--- config.mk ---
export PLATFORM = sky130hd
export DESIGN_NAME = i2c_slave_controller
export DESIGN_NICKNAME = d
export VERILOG_FILES = /design/src/rtl/i2c_slave_pkg.sv /design/src/rtl/i2c_rise_detect.sv /design/src/rtl/i2c_slave_controller.sv
export SDC_FILE = /design/constraint.sdc
export NUM_CORES = 1
export LEC_CHECK = 0
export BUFFER_PORTS_ARGS = -buffer_cell sky130_fd_sc_hd__clkbuf_2
export CAP_MARGIN = 5
export CELL_PAD_IN_SITES_DETAIL_PLACEMENT = 1
export CELL_PAD_IN_SITES_GLOBAL_PLACEMENT = 1
export CORE_MARGIN = 3
export CORE_UTILIZATION = 33
export CTS_CLUSTER_SIZE = 8
export DETAILED_ROUTE_END_ITERATION = 7
export GPL_ROUTABILITY_DRIVEN = 0
export PLACE_DENSITY = 0.8
export SLEW_MARGIN = 10
export SYNTH_ARGS = -nofsm -noshare
export SYNTH_HDL_FRONTEND = slang
export SYNTH_SLANG_ARGS = --single-unit
--- constraint.sdc ---
create_clock -name clk -period 1.8 [get_ports clk]
set_input_delay 0.09 -clock clk [delete_from_list [all_inputs] [get_ports clk]]
set_output_delay 0.09 -clock clk [all_outputs]
set_load 0.01 [all_outputs]
--- src/rtl/i2c_slave_pkg.sv ---
// i2c_slave_pkg: shared state encoding and constants for the I2C slave
package i2c_slave_pkg;

    typedef enum logic [3:0] {
        IDLE,
        ADDR,
        ADDR_ACK,
        WRITE,
        DATA_ACK,
        DATA_NACK,
        LOAD,
        TX,
        TX_ACK,
        IGNORE
    } state_t;

    localparam logic [1:0] SDA_RELEASE = 2'd0;
    localparam logic [1:0] SDA_ACK     = 2'd1;
    localparam logic [1:0] SDA_NACK    = 2'd2;
    localparam logic [1:0] SDA_TX      = 2'd3;

    localparam logic [7:0] UNDERRUN_FILL = 8'hFF;

endpackage

--- src/rtl/i2c_rise_detect.sv ---
// i2c_rise_detect: one-cycle rising-edge flag for a level input
module i2c_rise_detect (
    input  logic clk,
    input  logic rst,
    input  logic level,
    output logic rise
);

    logic prev;

    // remember last cycle's level so only the 0->1 transition is reported
    always_ff @(posedge clk) prev <= rst ? 1'b0 : level;

    assign rise = level & ~prev;

endmodule

--- src/rtl/i2c_slave_controller.sv ---
// i2c_slave_controller: I2C slave protocol sequencer between timer/shifter and FIFOs
module i2c_slave_controller
    import i2c_slave_pkg::*;
(
    input  logic       clk,
    input  logic       rst,
    input  logic       start_found,
    input  logic       stop_found,
    input  logic       ack_prep,
    input  logic       ack_check,
    input  logic       ack_done,
    input  logic [7:0] rx_data,
    input  logic       sda_in,
    input  logic [6:0] bus_address,
    input  logic       rx_fifo_full,
    input  logic       tx_fifo_empty,
    output logic       rx_enable,
    output logic       tx_enable,
    output logic       load_data,
    output logic       tx_r_ena,
    output logic       rx_w_ena,
    output logic [1:0] sda_mode,
    output logic       busy,
    output logic       overrun,
    output logic       underrun
);

    state_t state;
    logic   rw, mack;
    logic   start_rise, stop_rise, prep_rise, check_rise, done_rise;
    logic   quiet, go_load, push, drop;

    i2c_rise_detect u_start (.clk(clk), .rst(rst), .level(start_found), .rise(start_rise));
    i2c_rise_detect u_stop  (.clk(clk), .rst(rst), .level(stop_found),  .rise(stop_rise));
    i2c_rise_detect u_prep  (.clk(clk), .rst(rst), .level(ack_prep),    .rise(prep_rise));
    i2c_rise_detect u_check (.clk(clk), .rst(rst), .level(ack_check),   .rise(check_rise));
    i2c_rise_detect u_done  (.clk(clk), .rst(rst), .level(ack_done),    .rise(done_rise));

    // pulse qualifiers (bus events suppress them) and Moore decode of the state
    always_comb begin
        quiet     = !stop_rise && !start_rise;
        go_load   = quiet && done_rise && ((state == ADDR_ACK && rw) || (state == TX_ACK && !mack));
        push      = quiet && prep_rise && state == WRITE && !rx_fifo_full;
        drop      = quiet && prep_rise && state == WRITE && rx_fifo_full;
        sda_mode  = (state == ADDR_ACK || state == DATA_ACK) ? SDA_ACK :
                    (state == DATA_NACK) ? SDA_NACK :
                    (state == TX) ? SDA_TX : SDA_RELEASE;
        rx_enable = state == ADDR || state == WRITE;
        tx_enable = state == TX;
        busy      = state == ADDR_ACK || state == WRITE || state == TX || state == TX_ACK;
    end

    // sequencer: STOP beats START beats the per-state transitions; pulses are registered
    always_ff @(posedge clk) begin
        if (rst) begin
            state     <= IDLE;
            rw        <= 1'b0;
            mack      <= 1'b0;
            load_data <= 1'b0;
            tx_r_ena  <= 1'b0;
            rx_w_ena  <= 1'b0;
            overrun   <= 1'b0;
            underrun  <= 1'b0;
        end else begin
            load_data <= go_load;
            tx_r_ena  <= go_load && !tx_fifo_empty;
            underrun  <= go_load && tx_fifo_empty;
            rx_w_ena  <= push;
            overrun   <= drop;
            if (stop_rise) state <= IDLE;
            else if (start_rise) state <= ADDR;
            else begin
                case (state)
                    ADDR: if (prep_rise) begin
                        rw    <= rx_data[0];
                        state <= (rx_data[7:1] == bus_address) ? ADDR_ACK : IGNORE;
                    end
                    ADDR_ACK:  if (done_rise) state <= rw ? LOAD : WRITE;
                    WRITE:     if (prep_rise) state <= rx_fifo_full ? DATA_NACK : DATA_ACK;
                    DATA_ACK:  if (done_rise) state <= WRITE;
                    DATA_NACK: if (done_rise) state <= IGNORE;
                    LOAD:      state <= TX;
                    TX:        if (prep_rise) state <= TX_ACK;
                    TX_ACK: begin
                        if (check_rise) mack <= sda_in;
                        if (done_rise) state <= mack ? IGNORE : LOAD;
                    end
                    default: ;
                endcase
            end
        end
    end

endmodule
==> results of run 1 <==
-- state kept, by name, indices dropped and copies added (netlist names) --
register      flops
underrun          1
load_data         1
u_stop.prev       1
rw                1
u_check.prev      1
mack              1
state             4
u_done.prev       1
tx_r_ena          1
rx_w_ena          1
overrun           1
u_start.prev      1
u_prep.prev       1
-- cells by family (layout without fill, tap and decap cells) --
logic type / count (synthesis) / in the layout / synth area share [%]
muxes: 2 / 2 / 2.286
and+or+nand+nor: 51 / 51 / 31.86
DFF: 16 / 16 / 36.57
AOI/OAI and AO/OA: 21 / 21 / 16.14
xor gates and xnor gates: 9 / 9 / 9.001
buffers and inverters: 8 / 49 / 4.142
-- path summary, 6_finish.rpt --
path,start,cells after the start,slack [ns],end
max reg2reg,state[1],6,0.11,tx_r_ena
min reg2reg,mack,2,0.57,mack
min,start_found,2,0.02,u_start.prev
max,state[1],5,0.1,busy
-- power by group --
part           leakage, nW  internal [mW]  switching [mW]
combinational        0.398         0.0721          0.0690
clock               0.0210          0.123           0.118
sequential           0.132          0.362         0.00921
-- cell type report --
type / instances / area share, %
multi-input combinational: 83 / 45.65
inverter: 3 / 0.9424
timing repair buffer: 42 / 19.69
clock buffer: 4 / 3.037
sequential: 16 / 27.54
tap: 30 / 3.141
-- routing by layer --
layer	share of wire, %	up-vias	wire, um	global-route usage (%)
li1	-	452	-	-
met1	41	423	1041	19.09
met2	54	20	1374	29.35
met3	3.9	5	99	4.751
met4	1.3	0	34	4.967
met5	0	-	0	0
-- through the flow --
step	hold slack [ns]	worst slack, ns
final	0.01795	0.09566
after global routing	0.01227	-0.001653
after CTS	0.01006	0.01084
after detailed placement	0.2819	0.05494
after global placement	0.2582	0.1813
after floorplan	0.1589	0.2680
-- worst max-delay path, cell delays in order, from the launching register on --
cell      delay, ns
dfxtp_2        0.45
buf_4          0.21
nor2b_1        0.23
nor2_1         0.07
o21ai_0        0.18
clkbuf_2       0.17
-- layout by cell type, fill, tap and decap left out, types with 2 or more instances in the layout --
cell / instances
and3_1: 2
dlygate4sd3_1: 2
nor3_1: 5
clkbuf_2: 34
nor2_1: 15
nand2_1: 4
nand4_1: 2
dfxtp_4: 2
o21ai_0: 6
nor2b_1: 14
dfxtp_1: 13
buf_4: 6
a21oi_1: 6
xnor2_1: 8
nand3_1: 2
clkbuf_4: 3
mux2i_1: 2
inv_1: 3
-- timing repair --
| item | CTS | global route |
|---|---|---|
| endpoints found under the setup margin | 0 | 5 |
| hold buffers | 2 | 0 |
| resized for setup | 0 | 8 |
| hold endpoints to repair | 3 | 0 |
==> qor.txt, run 1 <==
Hold Crit Class = input port to flip-flop
Power Dens Cells = 631.4 nW/um^2
Register area share after synthesis = 36.57%
Synth Register Bits = 16
Clk sinks = 16
GRT overflow = 0
Async set or reset register ratio after synthesis = 0%
Tot Pwr = 0.7545 mW
Post-CTS Setup Inserts = 0
First-pass GRT wire length = 4236 um
CTS max path bufs = 2
Nets@finish = 174
Antenna Violating Nets Remaining = 0
Dominant synthesized flop cell = dfxtp_1
Number of max-cap violations = 0
H-tree levels = 1
Die footprint = 3308 um^2
1st-pass router iterations = 4
Clock latency on the worst-skew pair = 0.30 ns
Cell Rows = 18
Vias in the first global route = 963
Post-layout util = 47.80%
Crit. End Element = primary output
Final-report hold violation count = 0
Post-Syn Instances = 107
Post-synth EDFFs = 0
Initial Utilization = 35.04%
Footprint of the multi-input gates = 545.5 um^2
Die X = 57.52 um
Via density = 5.056
Crit share post-route = 94.69%
Clk Tree Root Cell = clkbuf_4
Clk slew on worst S/H paths = 0.10 ns
HPWL after DPL = 2002 um
Final min period = 1.704 ns
Cell taking the most area after synthesis = dfxtp_1
Register area = 329.1 um^2
Setup TNS = 0 ns
Critical Path Start Type = flip-flop
Post-synth top cells = dfxtp_1, nor2_1, nor2b_1, xnor2_1
Vias = 900
Finished Layout Cells = 178
Clk_skew = 0.007164 ns
Leakage = 0.5517 nW
Max-slew headroom = 65.52%
CP max FO = 11
Top post-synthesis cells by area = dfxtp_1, nor2b_1, xnor2_1
Design area = 1195 um^2
Top cell type's share of synthesized area = 36.57%
Post-Syn Area = 875.8 um^2
Drt drc = 0
DRT iter0 DRCs = 17
WL final = 2551 um
Diode count = 0
PortBufs = 34
Slew Viols, Final = 0
Worst endpoint required time = 1.71 ns
WL per Instance = 14.33 um
Area Overhead vs Synth = 36.43%
Slew at the pin with the worst max-slew slack = 0.5133 ns
Ys Warns = 0
Global Route Usage Sum = 16.56%
Finish-stage setup viols = 0
Fill count = 320
Syn Area/Cell = 8.185 um^2
Arrival @ worst endpoint = 1.61 ns
I/O pin cnt = 35
Fmax = 586.7 MHz
Most numerous cell in the Yosys netlist = dfxtp_1
Maximum vdd drop = 0.5008 mV
Share of layout cells above drive strength 1 = 33.78%
Status = complete, no violations
CTS tree = done
Placed cells = 172
Core Footprint = 2500 um^2
Die Ht = 57.52 um
CTS Buf Count = 3
Post-Syn Nets = 132
Area post-placement = 1104 um^2
Initial antenna violation count = 0
Pin count of the biggest net entering global routing = 14
Worst Path Class, Setup = flip-flop to primary output
Post-synth cell types = 34
No activity file was read; power rests on OpenSTA's default activity.
==> inputs of run 2 (changes only) <==
--- a/config.mk
+++ b/config.mk
@@ -5,17 +5,20 @@
 export SDC_FILE = /design/constraint.sdc
 export NUM_CORES = 1
 export LEC_CHECK = 0
+export ABC_AREA = 0
 export BUFFER_PORTS_ARGS = -buffer_cell sky130_fd_sc_hd__clkbuf_2
 export CAP_MARGIN = 5
 export CELL_PAD_IN_SITES_DETAIL_PLACEMENT = 1
 export CELL_PAD_IN_SITES_GLOBAL_PLACEMENT = 1
+export CORE_ASPECT_RATIO = 2
 export CORE_MARGIN = 3
-export CORE_UTILIZATION = 33
+export CORE_UTILIZATION = 36
 export CTS_CLUSTER_SIZE = 8
 export DETAILED_ROUTE_END_ITERATION = 7
 export GPL_ROUTABILITY_DRIVEN = 0
-export PLACE_DENSITY = 0.8
+export PLACE_DENSITY = 0.81
 export SLEW_MARGIN = 10
 export SYNTH_ARGS = -nofsm -noshare
 export SYNTH_HDL_FRONTEND = slang
+export SYNTH_HIERARCHICAL = 1
 export SYNTH_SLANG_ARGS = --single-unit
==> qor.txt, run 2 <==
Post-Syn Area = 1017 um^2
Initial antenna violation count = 0
Area post-placement = 1229 um^2
Worst R2R Start = state[2]
Synth Register Bits = 16
Post-synth cell types = 42
Ys Warns = 6
Hold Crit Class = input port to flip-flop
CTS max path bufs = 2
Clk slew on worst S/H paths = 0.07 ns
Max-slew headroom = 57.27%
Drt drc = 0
1st-pass router iterations = 4
Cell taking the most area after synthesis = dfxtp_1
First-pass GRT wire length = 4671 um
Delay-heaviest family, CP = flip-flops
Worst endpoint required time = 1.71 ns
Sum of buffers and inverters on the critical path = 2
Clock latency on the worst-skew pair = 0.26 ns
Leakage = 0.6081 nW
Post-CTS Setup Inserts = 0
Worst reg-to-reg path cell count = 5
Power Dens Cells = 677.8 nW/um^2
Syn Area/Cell = 9.164 um^2
CP max FO = 12
Diode count = 0
Final-report hold violation count = 0
Mux contribution to synthesized area = 3.075%
Die Ht = 81.18 um
Die footprint = 3538 um^2
Worst Setup EP = sda_mode[0]
Global Route Usage Sum = 17.47%
Top post-synthesis cells by area = dfxtp_1, nor2b_4, nor2_1
Via density = 5.534
Top cell type's share of synthesized area = 31.49%
Largest family of logic cells by synthesized area = simple AND/OR/NAND/NOR gates
Crit share post-route = 91.27%
CP startpoint = state[0]
Post-Syn Instances = 111
CTS Buf Count = 3
Area Overhead vs Synth = 27.18%
Status = complete, no violations
Crit. End Element = primary output
Post-synth top cells = nor2_1, dfxtp_1, nor2b_4, xor2_1
Number of max-cap violations = 0
GRT overflow = 0
HPWL after DPL = 2222 um
Fill count = 325
Slew Viols, Final = 0
Register area share after synthesis = 31.49%
Fmax = 608.7 MHz
Clk sinks = 16
Clk network pwr share = 38.0%
Async set or reset register ratio after synthesis = 0%
Worst hold path depth = 2
Nets@finish = 176
Dominant synthesized flop cell = dfxtp_1
Finish-stage setup viols = 0
CP Depth = 4
RR Endpoint = state[0]
Worst-path cell chain = buf_4 -> nor2_1 -> a211oi_1 -> clkbuf_2
DRT iter0 DRCs = 15
Slew at the pin with the worst max-slew slack = 0.6360 ns
Adder-cell share of the synthesized area = 0%
Post-synthesis simple-gate area fraction = 39.85%
Most common cell after layout, fill and taps aside = clkbuf_2
Critical Path Start Type = flip-flop
Die X = 43.59 um
Arrival @ worst endpoint = 1.55 ns
Setup TNS = 0 ns
Worst Path Class, Setup = flip-flop to primary output
Comb pwr share = 18.6%
Maximum vdd drop = 0.3597 mV
CTS tree = done
Most numerous cell in the Yosys netlist = nor2_1
Seq pwr share = 43.4%
Commonest cells after routing, fill and taps aside = clkbuf_2, nor2_1, dfxtp_1, nor2b_4, buf_4
Max reg flops = 4
Post-Syn Nets = 136
Design area = 1294 um^2
Switching Share = 26.61%
I/O pin cnt = 35
Biggest register = state
Cell Rows = 26
Worst R2R Setup Slack = 0.17 ns
Int Power = 0.6435 mW
Clk_skew = 0.006670 ns
Vias in the first global route = 1064
Share of layout cells above drive strength 1 = 40.00%
Clk Tree Root Cell = clkbuf_8
Slowest-stage cell, CP = dfxtp_1
Initial Utilization = 38.60%
Vias = 985
Post-Synth XOR/XNOR Area = 6.888%
H-tree levels = 1
Antenna Violating Nets Remaining = 0
Net Sw Power = 0.2333 mW
Post-synth EDFFs = 0
Pin count of the biggest net entering global routing = 13
WL final = 2825 um
Final min period = 1.643 ns
PortBufs = 34
Complex-gate fraction of the synthesized area = 14.15%
Largest stage delay, worst path = 0.62 ns
WL per Instance = 15.87 um
Core Footprint = 2635 um^2
RSZ-0062 raised after global routing = no
run 2: how the worst min path moves through the flow:
stage | start | end | slack [ns]
after floorplan | rst | u_check/prev | 0.15
after global placement | tx_fifo_empty | tx_r_ena | 0.26
after detailed placement | tx_fifo_empty | tx_r_ena | 0.27
after CTS | rx_fifo_full | rx_w_ena | 0.05
after global routing | rx_fifo_full | rx_w_ena | 0.06
final | rx_fifo_full | rx_w_ena | 0.05
run 2: area by class of cell:
| cell class | count | area (um^2) | share of cell area, % |
|---|---|---|---|
| clock buffer | 4 | 55.05 | 4.255 |
| inverter | 2 | 7.507 | 0.5803 |
| multi-input combinational | 87 | 650.6 | 50.29 |
| sequential | 16 | 320.3 | 24.76 |
| tap | 28 | 35.03 | 2.708 |
| timing repair buffer | 41 | 225.2 | 17.41 |
run 2: metal layers:
layer / GRT usage (%) / routed length, um
met3: 3.326 / 153
met2: 34.36 / 1673
met1: 15.26 / 921
met4: 9.970 / 76
met5: 0 / 0
run 2: logic make-up (layout without fill, tap and decap cells):
logic type             count (synthesis)  count (layout)
AO/OA/AOI/OAI                         21              21
XOR/XNOR                               8               8
buffers and inverters                  8              47
flip-flops                            16              16
multiplexers                           3               3
AND/OR/NAND/NOR                       55              55
run 2: what timing repair did:
action,in CTS,in global routing
resized for setup,0,0
setup endpoints to repair,0,0
endpoints found under the hold margin,1,0
hold buffers,1,0
run 2: power groups by stage:
stage,clock [mW],sequential (mW),combinational [mW]
after floorplan,0,0.379,0.106
after global placement,0,0.387,0.154
after detailed placement,0,0.388,0.161
after CTS,0.331,0.380,0.165
after global routing,0.346,0.382,0.180
final,0.333,0.381,0.163
run 2: per-stage QoR:
stage	setup WS (ns)	util [%]	cells	hold slack [ns]	total power, mW
3_5_place_dp	0.2406	46.63	173	0.2669	0.5491
6_report	0.1571	49.10	178	0.05224	0.8769
3_3_place_gp	0.3226	46.63	173	0.2607	0.5408
2_1_floorplan	0.4512	-	111	0.1543	0.4846
5_1_grt	0.04492	49.10	178	0.06209	0.9074
4_1_cts	0.1471	49.10	178	0.05279	0.8766
